`config.mk`:
```
export PLATFORM = sky130hd
export DESIGN_NAME = layer_mem_reader_flat
export DESIGN_NICKNAME = d
export VERILOG_FILES = /design/src/rtl/layer_mem_reader_pkg.sv /design/src/rtl/layer_mem_reader_if.sv /design/src/rtl/mem_rd_fifo2.sv /design/src/rtl/layer_mem_reader.sv /design/src/flat_wrapper.sv
export SDC_FILE = /design/constraint.sdc
export NUM_CORES = 1
export LEC_CHECK = 0
export CORE_AREA = 2 2 90 92
export CTS_CLUSTER_SIZE = 20
export DETAILED_ROUTE_END_ITERATION = 10
export DIE_AREA = 0 0 92 94
export GPL_TIMING_DRIVEN = 1
export MAX_ROUTING_LAYER = met4
export PLACE_DENSITY = 0.79
export SYNTH_ARGS = -nofsm -noshare
export SYNTH_HDL_FRONTEND = slang
export SYNTH_SLANG_ARGS = --single-unit
```
`constraint.sdc`:
```
create_clock -name clk -period 3.8 [get_ports clk]
set_input_delay 0.57 -clock clk [delete_from_list [all_inputs] [get_ports clk]]
set_output_delay 0.57 -clock clk [all_outputs]
set_load 0.03 [all_outputs]
```
`src/rtl/layer_mem_reader_pkg.sv`:
```
// Shared widths, memory select codes and FSM encoding for the layer memory read path.
package layer_mem_reader_pkg;
  localparam int DATA_W = 20;
  localparam int ADDR_W = 12;

  localparam logic [2:0] SEL_NONE = 3'd0;
  localparam logic [2:0] SEL_L0   = 3'd1;
  localparam logic [2:0] SEL_L1   = 3'd3;
  localparam logic [2:0] SEL_L2   = 3'd5;

  typedef logic [1:0] state_t;
  localparam state_t ST_IDLE  = 2'd0;
  localparam state_t ST_READ  = 2'd1;
  localparam state_t ST_DRAIN = 2'd2;
endpackage

```
`src/rtl/layer_mem_reader_if.sv`:
```
// Memory read bus plus the valid/ready output stream of the layer memory reader.
interface layer_mem_reader_if #(
  parameter int DATA_W = layer_mem_reader_pkg::DATA_W,
  parameter int ADDR_W = layer_mem_reader_pkg::ADDR_W
);
  logic              o_rd;
  logic [ADDR_W-1:0] o_addr;
  logic [2:0]        o_sel;
  logic [DATA_W-1:0] i_data;
  logic              o_valid;
  logic [DATA_W-1:0] o_data;
  logic              o_last;
  logic              i_ready;

  modport master (
    output o_rd, o_addr, o_sel, o_valid, o_data, o_last,
    input  i_data, i_ready
  );

  modport slave (
    input  o_rd, o_addr, o_sel, o_valid, o_data, o_last,
    output i_data, i_ready
  );
endinterface

```
`src/rtl/mem_rd_fifo2.sv`:
```
// Two-entry FIFO holding returned memory words tagged with their last-word flag.
module mem_rd_fifo2 #(
  parameter int W = 21
) (
  input  logic         clk,
  input  logic         reset,
  input  logic         push_i,
  input  logic         pop_i,
  input  logic [W-1:0] din_i,
  output logic [1:0]   count_o,
  output logic [W-1:0] head_o
);
  logic [W-1:0] mem_q [2];
  logic         rptr_q, wptr_q;
  logic [1:0]   count_q, count_d;
  logic         do_push, do_pop;

  assign do_pop  = pop_i && (count_q != 2'd0);
  assign do_push = push_i && (count_q != 2'd2);

  always_comb begin
    count_d = count_q;
    case ({do_push, do_pop})
      2'b10:   count_d = count_q + 2'd1;
      2'b01:   count_d = count_q - 2'd1;
      default: count_d = count_q;
    endcase
  end

  always_ff @(posedge clk) begin
    if (!reset) begin
      mem_q[0] <= '0;
      mem_q[1] <= '0;
      rptr_q   <= 1'b0;
      wptr_q   <= 1'b0;
      count_q  <= 2'd0;
    end else begin
      if (do_push) begin
        mem_q[wptr_q] <= din_i;
        wptr_q        <= ~wptr_q;
      end
      if (do_pop) rptr_q <= ~rptr_q;
      count_q <= count_d;
    end
  end

  assign count_o = count_q;
  assign head_o  = mem_q[rptr_q];
endmodule

```
`src/rtl/layer_mem_reader.sv`:
```
// Streams DEPTH words from BASE upward out of the layer memory onto a valid/ready stream,
// throttling reads so returned words always fit in the 2-entry FIFO.
module layer_mem_reader #(
  parameter int DATA_W = layer_mem_reader_pkg::DATA_W,
  parameter int ADDR_W = layer_mem_reader_pkg::ADDR_W,
  parameter int DEPTH  = 1024,
  parameter int BASE   = 0
) (
  input  logic               clk,
  input  logic               reset,
  input  logic               i_start,
  input  logic [2:0]         i_sel,
  output logic               o_busy,
  layer_mem_reader_if.master bus
);
  import layer_mem_reader_pkg::*;

  localparam int                IDX_W    = $clog2(DEPTH + 1);
  localparam logic [IDX_W-1:0]  LAST_IDX = IDX_W'(DEPTH - 1);
  localparam logic [ADDR_W-1:0] BASE_A   = ADDR_W'(BASE);

  state_t              state_q, state_d;
  logic                busy_q, busy_d;
  logic                rd_q, rd_d;
  logic [ADDR_W-1:0]   addr_q, addr_d;
  logic [2:0]          sel_q, sel_d;
  logic [IDX_W-1:0]    issued_q, issued_d;
  logic [IDX_W-1:0]    rd_idx_q, rd_idx_d;

  logic                push, pop, start_ok, credit_ok;
  logic [1:0]          fifo_cnt;
  logic [DATA_W:0]     fifo_head;
  logic [2:0]          occ;

  // A read on the bus this cycle is the in-flight word; it lands in the FIFO at the next edge.
  assign push      = rd_q;
  assign pop       = bus.o_valid && bus.i_ready;
  assign start_ok  = (state_q == ST_IDLE) && i_start;
  assign occ       = {1'b0, fifo_cnt} + {2'b00, rd_q} - {2'b00, pop};
  assign credit_ok = (occ <= 3'd1);

  mem_rd_fifo2 #(.W(DATA_W + 1)) u_fifo (
    .clk    (clk),
    .reset  (reset),
    .push_i (push),
    .pop_i  (pop),
    .din_i  ({rd_idx_q == LAST_IDX, bus.i_data}),
    .count_o(fifo_cnt),
    .head_o (fifo_head)
  );

  always_comb begin
    state_d  = state_q;
    busy_d   = busy_q;
    rd_d     = 1'b0;
    addr_d   = addr_q;
    sel_d    = sel_q;
    issued_d = issued_q;
    case (state_q)
      ST_IDLE: begin
        if (i_start) begin
          state_d  = (DEPTH == 1) ? ST_DRAIN : ST_READ;
          busy_d   = 1'b1;
          rd_d     = 1'b1;
          addr_d   = BASE_A;
          sel_d    = i_sel;
          issued_d = IDX_W'(1);
        end
      end
      ST_READ: begin
        if (credit_ok) begin
          rd_d     = 1'b1;
          addr_d   = addr_q + ADDR_W'(1);
          issued_d = issued_q + IDX_W'(1);
          if (issued_q == LAST_IDX) state_d = ST_DRAIN;
        end
      end
      ST_DRAIN: begin
        if (pop && fifo_head[DATA_W]) begin
          state_d = ST_IDLE;
          busy_d  = 1'b0;
        end
      end
      default: state_d = ST_IDLE;
    endcase
  end

  always_comb begin
    rd_idx_d = rd_idx_q;
    if (start_ok)  rd_idx_d = '0;
    else if (push) rd_idx_d = rd_idx_q + IDX_W'(1);
  end

  always_ff @(posedge clk) begin
    if (!reset) begin
      state_q  <= ST_IDLE;
      busy_q   <= 1'b0;
      rd_q     <= 1'b0;
      addr_q   <= '0;
      sel_q    <= SEL_NONE;
      issued_q <= '0;
      rd_idx_q <= '0;
    end else begin
      state_q  <= state_d;
      busy_q   <= busy_d;
      rd_q     <= rd_d;
      addr_q   <= addr_d;
      sel_q    <= sel_d;
      issued_q <= issued_d;
      rd_idx_q <= rd_idx_d;
    end
  end

  assign o_busy      = busy_q;
  assign bus.o_rd    = rd_q;
  assign bus.o_addr  = addr_q;
  assign bus.o_sel   = sel_q;
  assign bus.o_valid = (fifo_cnt != 2'd0);
  assign bus.o_data  = fifo_head[DATA_W-1:0];
  assign bus.o_last  = bus.o_valid && fifo_head[DATA_W];
endmodule

```
`src/flat_wrapper.sv`:
```
// flat-port wrapper written by rule: the top's interface ports become plain ports
module layer_mem_reader_flat import layer_mem_reader_pkg::*;
#(
  parameter int DATA_W = layer_mem_reader_pkg::DATA_W,
  parameter int ADDR_W = layer_mem_reader_pkg::ADDR_W,
  parameter int DEPTH  = 1024,
  parameter int BASE   = 0
)
  (clk, reset, i_start, i_sel, o_busy, bus_o_rd, bus_o_addr, bus_o_sel, bus_o_valid, bus_o_data, bus_o_last, bus_i_data, bus_i_ready);
  layer_mem_reader_if #(.DATA_W(DATA_W), .ADDR_W(ADDR_W)) bus_i ();
  input  logic clk;
  input  logic reset;
  input  logic i_start;
  input  logic [2:0] i_sel;
  output logic o_busy;
  output wire logic [$bits(bus_i.o_rd)-1:0] bus_o_rd;
  output wire logic [$bits(bus_i.o_addr)-1:0] bus_o_addr;
  output wire logic [$bits(bus_i.o_sel)-1:0] bus_o_sel;
  output wire logic [$bits(bus_i.o_valid)-1:0] bus_o_valid;
  output wire logic [$bits(bus_i.o_data)-1:0] bus_o_data;
  output wire logic [$bits(bus_i.o_last)-1:0] bus_o_last;
  input wire logic [$bits(bus_i.i_data)-1:0] bus_i_data;
  input wire logic [$bits(bus_i.i_ready)-1:0] bus_i_ready;
  assign bus_o_rd = bus_i.o_rd;
  assign bus_o_addr = bus_i.o_addr;
  assign bus_o_sel = bus_i.o_sel;
  assign bus_o_valid = bus_i.o_valid;
  assign bus_o_data = bus_i.o_data;
  assign bus_o_last = bus_i.o_last;
  assign bus_i.i_data = bus_i_data;
  assign bus_i.i_ready = bus_i_ready;
  layer_mem_reader #(.DATA_W(DATA_W), .ADDR_W(ADDR_W), .DEPTH(DEPTH), .BASE(BASE)) u_core (.clk(clk), .reset(reset), .i_start(i_start), .i_sel(i_sel), .o_busy(o_busy), .bus(bus_i));
endmodule
```
* After elaboration in Yosys (flattened, before gate mapping)
Memories as Yosys holds them, arrays and structs flattened. A register that Yosys moved wholly into a read port is not among the register bits. Cells that the tools add are included.
Cells by class: bitwise logic cells 3, add/subtract/negate cells 7, reduce and logical (&&, ||, !) cells 17, eq/ne operators 11, magnitude comparators 1, mux-type cells 27
Operator list (number):
- two-way mux 12 bit | 2
- case mux 12 bit (2 select lines) | 1
- adder 11 x 1 -> 11 bit (second input constant) | 2
- equality test 11 x 10 -> 1 bit (second input constant) | 2
- two-way mux 11 bit | 2
- case mux 11 bit (2 select lines) | 1
- two-way mux 21 bit | 1
- OR reduction 21 bit | 1
- adder 12 x 1 -> 12 bit (second input constant) | 1
- two-way mux 1 bit | 12
- two-way mux 2 bit | 4
- nonzero test 2 bit | 4
- logical AND 1 bit | 6
- != test 2 x 1 -> 1 bit (second input constant) | 3
- case mux 2 bit (3 select lines) | 1
- AND reduction 3 bit | 2
- equality test 2 x 1 -> 1 bit (second input constant) | 2
- equality test 2 bit (second input constant) | 2
- != test 2 bit (second input constant) | 2
- case mux 1 bit (2 select lines) | 2
- case mux 2 bit (2 select lines) | 1
- AND reduction 4 bit | 1
- adder 2 x 1 -> 3 bit | 1
- <= comparator 3 x 1 -> 1 bit (second input constant) | 1
- 7 further kinds | 9
Word-level totals: input bits 27, memories 1, flip-flop bits (word level) 45, RAM bits 42
Memories:
- u_core.u_fifo.mem_q | words 2, width 21, read ports 1, clocked after memory_dff 1, write ports 2, RTL line mem_rd_fifo2.sv:13 | logic [W-1:0] mem_q [2];

* Longest topological paths before layout
word-level depth 7, depth in mapped cells 13, depth with buffers taken out 11

* Cells and area by module
Synthesis repeated with hierarchy kept, for this count alone.
Second synthesis, totals: cell total of the unflattened synthesis 386, area, all modules 3997.6 sq um
Modules (own cells, without submodules):
- mem_rd_fifo2 | area an instance 2014.4 sq um, instances 1, cells an instance 159
- layer_mem_reader | area an instance 1983.2 sq um, instances 1, cells an instance 227

* Worst setup path before layout
OpenSTA, ideal clock, no wires.
path type input port to flip-flop, from in bus_i_ready, to reg u_core.issued_q[7], path slack 0.904 ns, data required time 3.685 ns, stages 12, data arrival time 2.781 ns, path through o21ai_1 -> inv_1 -> ha_1 -> inv_1 -> ha_1 -> inv_1 -> fa_1 -> and3b_1 -> a21oi_2 -> buf_2 -> o31a_1 -> o21a_1
Between the ends: longest elaborated chain between the ends 5
RTL lines:
- from (decl) | RTL line flat_wrapper.sv:23 | input wire logic [$bits(bus_i.i_ready)-1:0] bus_i_ready;
- logical AND 1 bit | RTL line layer_mem_reader.sv:37 | assign pop = bus.o_valid && bus.i_ready;
- subtractor 3 x 1 -> 3 bit | RTL line layer_mem_reader.sv:39 | assign occ = {1'b0, fifo_cnt} + {2'b00, rd_q} - {2'b00, pop};
- <= comparator 3 x 1 -> 1 bit | RTL line layer_mem_reader.sv:40 | assign credit_ok = (occ <= 3'd1);
- != test 2 x 1 -> 1 bit (no source line)
- AND reduction 3 bit (no source line)
- to (signal assigned) | RTL line layer_mem_reader.sv:109 | issued_q <= issued_d;
- to (decl) | RTL line layer_mem_reader.sv:27 | logic [IDX_W-1:0] issued_q, issued_d;
Every way passes these cells. A chain may end at the register's enable or synchronous reset.

* Worst setup path in the final report
from in bus_i_ready, to reg u_core.addr_q[11], in the netlist u_core.bus.o_addr[11]
Between the ends: longest elaborated chain between the ends 5
RTL lines:
- logical AND 1 bit | RTL line layer_mem_reader.sv:37
- subtractor 3 x 1 -> 3 bit | RTL line layer_mem_reader.sv:39
- <= comparator 3 x 1 -> 1 bit | RTL line layer_mem_reader.sv:40
- != test 2 x 1 -> 1 bit (no source line)
- AND reduction 3 bit (no source line)
- to (signal assigned) | RTL line layer_mem_reader.sv:107 | addr_q <= addr_d;
- to (decl) | RTL line layer_mem_reader.sv:25 | logic [ADDR_W-1:0] addr_q, addr_d;
Every way passes these cells.

==> summary.txt <==
Detailed routing
  – Drt pass-1 iters: 8
  – Drt drc: 0
  – Wire per inst: roughly 15 um
  – Vias per std cell: around 5.5
  – Starting DRT DRC Count: between 100 and 150
  – Detail Route Antenna Nets: 0
  – Vias: ~2,900
  – Final WL: 7830 um

Synthesis
  – Largest cells by area after synthesis: edfxtp_1 32%, dfxtp_1 23%, and2_1 6.4%, mux2_2 5.7%, a21oi_1 2.8%
  – Ys async rst share: 0%
  – FF+latch count, synth: 88
  – Number of synthesized flops with an enable pin: 42
  – Seq/Total Area, Yosys: 55.4%
  – Instance count of the mapped netlist: ~360
  – Cell taking the most area after synthesis: edfxtp_1
  – Syn_nets: slightly below 400
  – Post-synth top area share: between 30% and 40%
  – Post-synthesis average cell area: approximately 11 um^2
  – Ys flop type: dfxtp_1
  – Area of the mapped netlist: 3940 um^2
  – Yosys Warn Count: 0
  – Synth cell types: 47

STA
  – Final worst path period need: 3.32 ns
  – Final setup margin: 0.477 ns
  – Slew margin rel.: 34.6%
  – Worst-Margin Slew: approximately 0.98 ns
  – Setup violators final: 0
  – Fin Clk Skew: about 0.012 ns
  – Slew Limit Fails: 0
  – Final period util: approximately 87%
  – Unrepaired setup endpoints after global routing: no
  – Fin. Hold Viols: 0
  – Post-route setup TNS: 0 ns
  – Max Fclk: 0.301 GHz

Worst setup path
  – Setup crit end kind: flop
  – Critical Path AT: 3.59 ns
  – Slowest CP cell: fa_1
  – Worst endpoint required time: about 4 ns
  – CP Launch Type: input pin
  – CP max FO: 27
  – Critical R2R Launch: u_core.u_fifo.count_o[1]$_SDFFE_PN0P_
  – Largest stage delay on the critical path: approximately 0.54 ns
  – Top cell by count, worst path: inv_1
  – Worst path cell trace: clkdlybuf4s50_1, o21ai_1, inv_1, ha_1, inv_1, ha_1, inv_1, fa_1, and3b_1, a21oi_2, buf_4, or4_1, a21oi_1
  – Worst Setup SP: bus_i_ready
  – Reg2reg path depth: 12
  – CP Class: input pin to flop
  – Worst path bufs/invs: 5
  – Worst path depth: 13
  – Cell family with the largest share of critical-path delay: adder cells

Clocking
  – Root Buffer: clkbuf_8
  – Worst-Skew Late Latency: about 0.36 ns
  – Post-CTS sizing: 0
  – Worst-path clk slew: around 0.10 ns
  – CTS Hold Buffers Added: 0
  – CTS tree: done
  – Number of H-tree levels: 3
  – CTS buffer count: 9
  – Post-CTS setup repair buffer count: 0
  – CTS Buffer Depth: 2
  – # clock sinks: about 90

Final layout
  – Leading cell types in the layout, fill and taps excluded: 65 x clkdlybuf4s50_1, 46 x dfxtp_1, 42 x edfxtp_1
  – Final nets: roughly 460
  – Area Growth Syn to Fin: 24.6%
  – Layout cells sized above 1: between 10% and 20%
  – Final instance area: around 4900 um^2
  – N_diodes: 0
  – Commonest non-fill, non-tap cell in the layout: clkdlybuf4s50_1

Power and ir drop
  – Peak supply drop: about 0.00026 V
  – Net Switching: 901 uW
  – Clock Power Share: between 20% and 30%
  – Combinational Power Share: around a third
  – Seq pwr share: 43.4%
  – Leakage: roughly 1.7 nW
  – Int Pwr: about 1.8 mW
  – Switching Share: roughly 34%
  – Power Total: 2.67 mW
  – PwrDens: between 500 and 600 nW/um^2

Global routing
  – Gr ovfl total: 0
  – Largest net degree at the start of global routing: 29
  – Number of global-route vias before repair: about 2,900
  – All-layer global routing usage: ~20%
  – First-pass GRT wire length: between 10,000 and 15,000 um
  – Initial antenna violation count: 0

Worst hold path
  – Hold WC Path Type: flop to flop
  – Worst min-delay path startpoint: u_core.bus.o_sel[0]$_SDFFE_PN0P_
  – Hold path cells: 2

Die
  – Die height: 94 um
  – Die Wd: just over 90 um
  – Die area: between 8000 and 9000 um^2
  – Starting density of the core: 51.8%
  – Core area: roughly 7600 um^2
  – Num ports: 66
  – # rows: 32

Placed design
  – DP Area: between 4000 and 5000 um^2
  – Final HPWL DP: 5200 um
  – DP Worst Slack: slightly above 0.09 ns
  – Final GP Congestion: around 0.81
  – Number of port buffers: 65

Run status
  – Status: complete, no violations

Flow run
  – Max Cap Viol: 0
-- per-layer routing --
metal	vias up	track usage, %	wire length [um]
met2	74	32.5	3820
met4	0	8.83	125
met5	-	-	0
li1	1431	-	-
met1	1422	23.7	3550
met3	13	3.77	338
-- logic make-up after synthesis --
group                    Yosys count  share of synthesized area [%]
buffers and inverters             24                           2.35
adder cells (fa/ha/maj)            7                           2.41
multiplexers                      22                           6.23
XOR/XNOR                          21                           4.86
AND/OR/NAND/NOR                  152                           21.6
flip-flops                        88                           55.4
AO/OA/AOI/OAI                     47                           7.18
-- sequential cells by signal (all words and copies together), names as in the netlist, named ones only --
name and count:
u_core.bus.o_addr 12, u_core.bus.o_rd 1, u_core.bus.o_sel 3, u_core.issued_q 11, u_core.o_busy 1, u_core.rd_idx_q 11
u_core.state_q 2, u_core.u_fifo.count_o 2, u_core.u_fifo.mem_q 42, u_core.u_fifo.rptr_q 1, u_core.u_fifo.wptr_q 1
-- metrics by stage --
step	instances	util, %	hold slack [ns]
final	536	64.5	0.462
after global routing	536	64.5	0.485
after CTS	536	64.5	0.463
after detailed placement	520	61.9	0.451
after global placement	520	61.9	0.443
after floorplan	361	-	0.448
-- worst min-delay path, cell delays in order (launching register included) --
cell and delay (ns):
dfxtp_1 0.32, nand2_1 0.05, a21oi_1 0.05
-- path summary, 6_finish.rpt --
check / to / slack, ns
max: u_core.bus.o_addr[11]$_SDFFE_PN0P_ / 0.48
min: u_core.bus.o_sel[0]$_SDFFE_PN0P_ / 0.46
max reg2reg: u_core.bus.o_addr[11]$_SDFFE_PN0P_ / 0.57
min reg2reg: u_core.bus.o_sel[0]$_SDFFE_PN0P_ / 0.46
-- power groups by stage --
stage	registers (mW)	clock network, mW	logic (mW)
floorplan	1.18	0	0.546
global placement	1.18	0	0.844
finish	1.16	0.655	0.858
CTS	1.16	0.666	0.861
global route	1.17	0.700	0.926
detailed placement	1.18	0	0.855
-- cells in the mapped netlist (2+ instances only) --
cell,number
o21ai_0,6
or4_1,9
o21ai_1,2
ha_1,6
clkbuf_1,9
inv_2,5
nor2_1,26
and3_1,4
nand2_1,23
o211ai_1,2
nor3_1,8
buf_2,2
inv_1,6
o41ai_1,2
nand4_1,7
buf_1,2
a21oi_1,22
edfxtp_1,42
xnor2_1,8
xor2_1,12
and2_1,40
o31ai_1,7
dfxtp_1,46
nand3_1,14
mux2_2,20
mux2i_1,2
nor4_1,3
and4_1,2
or3_1,6
-- cell type report --
class	instances	area [um^2]
repair buffers	70	688
well taps	102	128
inverters	11	41.3
flip-flops and latches	88	2180
clock buffers	9	124
fillers	605	2700
clock inverters	7	77.6
multi-input cells	249	1670
Note: power is estimated with default switching activity, not from simulation.
